### config.mk
export PLATFORM = sky130hd
export DESIGN_NAME = sram_banked_ctrl
export DESIGN_NICKNAME = d
export VERILOG_FILES = /design/src/rtl/sram_banked_ctrl.sv
export SDC_FILE = /design/constraint.sdc
export NUM_CORES = 1
export LEC_CHECK = 0
export ABC_AREA = 1
export CORE_AREA = 2 2 110 112
export CTS_CLUSTER_DIAMETER = 150
export DETAILED_ROUTE_END_ITERATION = 12
export DIE_AREA = 0 0 112 114
export PLACE_DENSITY_LB_ADDON = 0.05
export SLEW_MARGIN = 20
export SYNTH_ARGS = -nofsm -noshare
export SYNTH_HDL_FRONTEND = slang
export SYNTH_SLANG_ARGS = --single-unit
### constraint.sdc
create_clock -name clk_i -period 2 [get_ports clk_i]
set_input_delay 0.4 -clock clk_i [delete_from_list [all_inputs] [get_ports clk_i]]
set_output_delay 0.4 -clock clk_i [all_outputs]
set_load 0.01 [all_outputs]
### src/rtl/sram_banked_ctrl.sv
// sram_banked_ctrl
//   Maps one logical 1R1W memory onto NUM_BANKS 1R1W SRAM macros, decoding by
//   the upper address bits. Reads have one cycle of latency. If a read and a
//   write hit the same address in the same cycle, the written byte lanes are
//   forwarded, so the read returns write-first data. r_data_o holds the last
//   read value between reads.
//
// Ports
//   clk_i, rst_ni           clock, asynchronous active-low reset
//   w_en_i/w_addr_i/...     write request (data, byte mask)
//   r_en_i/r_addr_i         read request
//   r_data_o, r_valid_o     read result (held), one-cycle valid pulse
//   m_*0_o                  macro write port (per-bank csb/web, shared bus)
//   m_csb1_o, m_addr1_o     macro read port (per-bank csb, shared address)
//   m_dout1_i               concatenated macro read data, bank k at [k*DATA_W +: DATA_W]
module sram_banked_ctrl #(
   parameter int DATA_W  = 32,
   parameter int BANK_AW = 8,
   parameter int ADDR_W  = 10,
   localparam int NUM_BANKS = 2 ** (ADDR_W - BANK_AW),
   localparam int MASK_W    = DATA_W / 8
) (
   input  logic                          clk_i,
   input  logic                          rst_ni,
   input  logic                          w_en_i,
   input  logic [ADDR_W-1:0]             w_addr_i,
   input  logic [DATA_W-1:0]             w_data_i,
   input  logic [MASK_W-1:0]             w_mask_i,
   input  logic                          r_en_i,
   input  logic [ADDR_W-1:0]             r_addr_i,
   output logic [DATA_W-1:0]             r_data_o,
   output logic                          r_valid_o,
   output logic [NUM_BANKS-1:0]          m_csb0_o,
   output logic [NUM_BANKS-1:0]          m_web0_o,
   output logic [MASK_W-1:0]             m_wmask0_o,
   output logic [BANK_AW-1:0]            m_addr0_o,
   output logic [DATA_W-1:0]             m_din0_o,
   output logic [NUM_BANKS-1:0]          m_csb1_o,
   output logic [BANK_AW-1:0]            m_addr1_o,
   input  logic [NUM_BANKS*DATA_W-1:0]   m_dout1_i
);

   localparam int SEL_W = ADDR_W - BANK_AW;

   logic [SEL_W-1:0]  w_sel;
   logic [SEL_W-1:0]  r_sel;
   logic              collision;

   logic              rd_pend;
   logic [SEL_W-1:0]  rd_bank;
   logic              coll;
   logic [MASK_W-1:0] fwd_mask;
   logic [DATA_W-1:0] fwd_data;
   logic [DATA_W-1:0] hold_q;

   logic [DATA_W-1:0] macro_word;
   logic [DATA_W-1:0] rd_word;

   assign w_sel = w_addr_i[ADDR_W-1:BANK_AW];
   assign r_sel = r_addr_i[ADDR_W-1:BANK_AW];

   // Shared macro buses are driven unconditionally; only the selects gate them.
   assign m_addr0_o  = w_addr_i[BANK_AW-1:0];
   assign m_din0_o   = w_data_i;
   assign m_wmask0_o = w_mask_i;
   assign m_addr1_o  = r_addr_i[BANK_AW-1:0];

   assign collision = r_en_i & w_en_i & (r_addr_i == w_addr_i);

   always_comb begin
      m_csb0_o = '1;
      m_web0_o = '1;
      m_csb1_o = '1;
      for (int unsigned b = 0; b < NUM_BANKS; b++) begin
         if (w_en_i && (w_sel == SEL_W'(b))) begin
            m_csb0_o[b] = 1'b0;
            m_web0_o[b] = 1'b0;
         end
         if (r_en_i && (r_sel == SEL_W'(b))) begin
            m_csb1_o[b] = 1'b0;
         end
      end
   end

   // The macro returns pre-write data on a same-cycle collision, so the
   // written lanes are patched in from the snapshot taken at request time.
   always_comb begin
      macro_word = '0;
      for (int unsigned k = 0; k < NUM_BANKS; k++) begin
         if (rd_bank == SEL_W'(k)) begin
            macro_word = m_dout1_i[k*DATA_W +: DATA_W];
         end
      end
      rd_word = macro_word;
      if (coll) begin
         for (int unsigned i = 0; i < MASK_W; i++) begin
            if (fwd_mask[i]) begin
               rd_word[i*8 +: 8] = fwd_data[i*8 +: 8];
            end
         end
      end
   end

   assign r_valid_o = rd_pend;
   assign r_data_o  = rd_pend ? rd_word : hold_q;

   always_ff @(posedge clk_i or negedge rst_ni) begin
      if (!rst_ni) begin
         rd_pend  <= 1'b0;
         rd_bank  <= '0;
         coll     <= 1'b0;
         fwd_mask <= '0;
         fwd_data <= '0;
         hold_q   <= '0;
      end else begin
         rd_pend  <= r_en_i;
         rd_bank  <= r_sel;
         coll     <= collision;
         fwd_mask <= collision ? w_mask_i : '0;
         if (collision) begin
            fwd_data <= w_data_i;
         end
         if (rd_pend) begin
            hold_q <= rd_word;
         end
      end
   end

endmodule
Word-level counts from Yosys, hierarchy flattened. Cells that the tools add are included. Widths: inputs -> output; s select.

Equal/unequal tests: 10. Mux-type cells: 19. Bitwise gates (word level): 2. Reductions and logical operators: 11.

Operator list (number): $mux 32 (6); $mux 8 (4); $eq 2x2->1 const B (6); $eq 10x10->1 (1); $logic_and 1x1->1 (8); $mux 1 (8); $eq 2x1->1 const B (3); $logic_not 2->1 (3); $mux 4 (1); $and 1x1->1 (2).

Register bits after elaboration: 72. Input port bits: 188. Output and inout port bits: 97.

Depth between registers and ports, before layout. Gate-level depths: netlist of the first run.

Depth after elaboration: 8. Gate-level depth with buffers: 10. Gate-level depth less buffers: 9.

Worst setup path before layout of the first run. Ideal clock, no wire load.

Path type: register to output. Start: register rd_bank[0]. End: output port r_data_o[23]. Data arrival time: 1.229 ns. Data required time: 1.600 ns. Path slack: 0.371 ns. Stages on the path, launching flop included: 8. Cell sequence: dfrtp_1 > buf_2 > nor2_2 > buf_2 > nand2_1 > nand3_1 > nor2_1 > o21ai_1.

Word-level cells in the longest chain between the ends: 8. Elaborated cells on any way between the ends: 11. Classes of those cells: eq/ne (3); mux (7); reduce/logical (1).

Ends and longest elaborated chain: start: declaration (RTL line 50) `logic [SEL_W-1:0] rd_bank;`; start signal: assignment (RTL line 117) `rd_bank <= r_sel;`; $logic_not 2->1 (RTL line 90) `if (rd_bank == SEL_W'(k)) begin`; $mux 32 (3 in a row) (RTL line 90); $mux 32 (*) (RTL line 90); $mux 8 (RTL line 97) `if (fwd_mask[i]) begin`; $mux 32 (*) (RTL line 95) `if (coll) begin`; $mux 32 (*); end: declaration (RTL line 31) `output logic [DATA_W-1:0] r_data_o,`.

Every way passes the cells marked *; elsewhere a longest branch is shown, timed or not.

Worst setup path in the final report of the first run.
Start: register rd_bank[1]. End: output port r_data_o[18].

Same word-level chain as after synthesis.

==> impl_metrics.tcl, run 1 <==
set metrics [dict create \
    wirelength_mm 18.0 \
    synth_cells 671 \
    clock_sinks 72 \
    ant_nets 0 \
    cts_tree "yes" \
    worst_slack_ns -0.277 \
    ys_ff_latch 72 \
    worst_clock_skew_ns 0.00772 \
    grt_pass1_vias 5400 \
    final_nets 1145 \
    cts_hold_buf 0 \
    rr_worst_depth 13 \
    drc 0 \
    p_per_area_nw_per_um2 553 \
    grt_usage_pct 27.0 \
    clockBufferDepth 2 \
    path_clk_slew_ns 0.06 \
    area_delta_synth_final_pct 79.4 \
    numPortBuffers 284 \
    cts-root-buf "clkbuf_16" \
    setup_viol 32 \
    rsz0062_at_grt "true" \
    vdd_drop_max_uv 444 \
    core-area_um2 11700 \
    dr_total_vias 5512 \
    rows 40 \
    slew_headroom_pct 62.0 \
    start_util_pct 39.5 \
    design.die.area_um2 12800 \
    period_share_pct 114 \
    htreeDepth 3 \
    status "finished, violations left" \
    avgViaCountPerCell 4.97 \
    slew_violations 0 \
    synth_warnings 0 \
    numCtsBuffers 9 \
    ys_types 19 \
    die_w_um 112 \
    finalSetupTns_ns -5.91 \
    dp_hpwl_mm 12.7 \
    endpoint_kind "output pin" \
    gp_congestion 0.843 \
    drt-initial-drc-count 320 \
    r2r_start "rd_bank[1]$_DFF_PN0_" \
    fin_crit_ns 2.28 \
    drt-pass1-iter-count 5 \
    p_leak_nw 4.13 \
    hold_viol 0 \
    grt_antenna_before_repair 0 \
    antenna_cells 0 \
    syn_area_per_cell_um2 6.89 \
    routedWlPerCell_um 16.2 \
    insertion_delay_ns 0.33 \
    holdCritPathClass "primary input to asynchronous set/reset pin" \
    syn-num-nets 859 \
    grt-ovfl-total 0 \
    top_level_ports 285 \
    drive_gt1_share_pct 19.7 \
    final_core_util_pct 70.8 \
    worstSetupStartpoint "rd_bank[1]$_DFF_PN0_" \
    max_freq_mhz 439 \
    grt_pass1_wl_mm 27.3 \
    cp.required_ns 1.60 \
    crit_arrival_ns 1.88 \
    cp-start-kind "register" \
    syn_area_um2 4620 \
    crit_fanout 5 \
    violations "setup timing" \
    die_y_um 114 \
    worst_pin_slew_ns 0.570 \
    yosysSeqAreaShare_pct 39.0 \
    path_class "register to output pin" \
    cap_violations 0 \
    grt_max_degree 42 \
]
-- state kept, by name (all words and copies together) (netlist names) --
register,cells
fwd_mask,4
hold_q,32
r_valid_o,1
rd_bank,2
coll,1
fwd_data,32
-- synthesized netlist by cell type, drive strengths merged --
cell type / count / area share, %
buf: 82 / 13
clkbuf: 10 / 0.81
dfrtp: 72 / 39
inv: 28 / 2.3
nand2: 257 / 21
nand3: 106 / 12
nor2: 49 / 4.9
o21ai: 65 / 7.0
xnor2: 2 / 0.38
-- worst paths after layout --
check	end	slack, ns
max in group asynchronous	hold_q[10]$_DFF_PN0_	1.34
min in group clk_i	fwd_data[3]$_DFFE_PN0N_	0.46
setup reg to reg	hold_q[21]$_DFF_PN0_	0.09
hold / removal	hold_q[4]$_DFF_PN0_	0.06
setup / recovery	r_data_o[18]	-0.28
hold reg to reg	fwd_data[3]$_DFFE_PN0N_	0.46
-- cell type report --
class	instances	area, um2
clock buffers	12	246
inverters	28	105
well taps	147	184
repair buffers	367	3610
flip-flops and latches	72	1800
fillers	1012	3420
clock inverters	3	42.5
multi-input cells	479	2300
-- worst max-delay path, stage by stage, from the launching register on --
cell,delay [ns]
dfrtp_2,0.45
buf_6,0.14
nor2_4,0.11
buf_6,0.13
buf_8,0.13
buf_6,0.10
nand2_2,0.04
nand3_2,0.06
nor2_2,0.05
o21ai_1,0.14
buf_2,0.18
-- metrics by stage --
stage / power, mW / cell area [um2] / worst slack, ns / std cells / hold WS (ns)
floorplan: 2.10 / 4620 / 0.371 / 671 / 0.104
global placement: 2.90 / 7530 / -0.381 / 1055 / 0.416
detailed placement: 2.92 / 7530 / -0.418 / 1055 / 0.427
CTS: 4.51 / 8000 / -0.233 / 1097 / 0.0741
global route: 4.79 / 8290 / -0.345 / 1108 / 0.0928
finish: 4.58 / 8290 / -0.277 / 1108 / 0.0589
-- cells in the final DEF, fill, tap and decap left out, types with 5 or more instances in the layout --
master,count
o21ai_1,20
buf_2,31
clkbuf_16,10
nor2_2,10
nor2_4,6
inv_1,21
dlygate4sd2_1,10
buf_12,18
dfrtp_1,70
clkdlybuf4s50_1,237
nand3_1,93
o21ai_2,12
inv_2,7
nand2_4,5
nor2_1,32
buf_4,53
nand3_2,9
buf_6,9
o21ai_0,33
nand2_1,248
-- cell families after synthesis --
group	Yosys count	share of synthesized area [%]
compound gates	65	7.04
xor+xnor	2	0.379
buf+inv	120	15.7
flops	72	39.0
simple gates	412	37.9
-- power breakdown --
part / switching [mW] / total [mW] / internal, mW
Sequential: 0.0377 / 1.60 / 1.56
Clock: 0.583 / 1.57 / 0.991
Combinational: 0.614 / 1.41 / 0.797
-- per-layer routing --
layer / up-vias / share of wire, % / track usage, %
met5: - / 0 / 0
met4: 0 / 3.0 / 9.11
met3: 43 / 7.6 / 6.11
met2: 251 / 50 / 48.3
met1: 2555 / 39 / 32.2
li1: 2663 / - / -
-- timing repair --
item                                    4_1_cts  5_1_grt
setup buffers                                26       15
cloned                                        2        1
gates resized for setup                     167       52
endpoints found under the setup margin       42       37
pin swaps                                    14       21
Note: power is estimated with default switching activity, not from simulation.
==> inputs of run 2 (changes only) <==
Settings changed: CTS_CLUSTER_SIZE set to 30.
==> results of run 2 <==
Same layout as run 1: the final DEF is identical, and so are final timing and power.
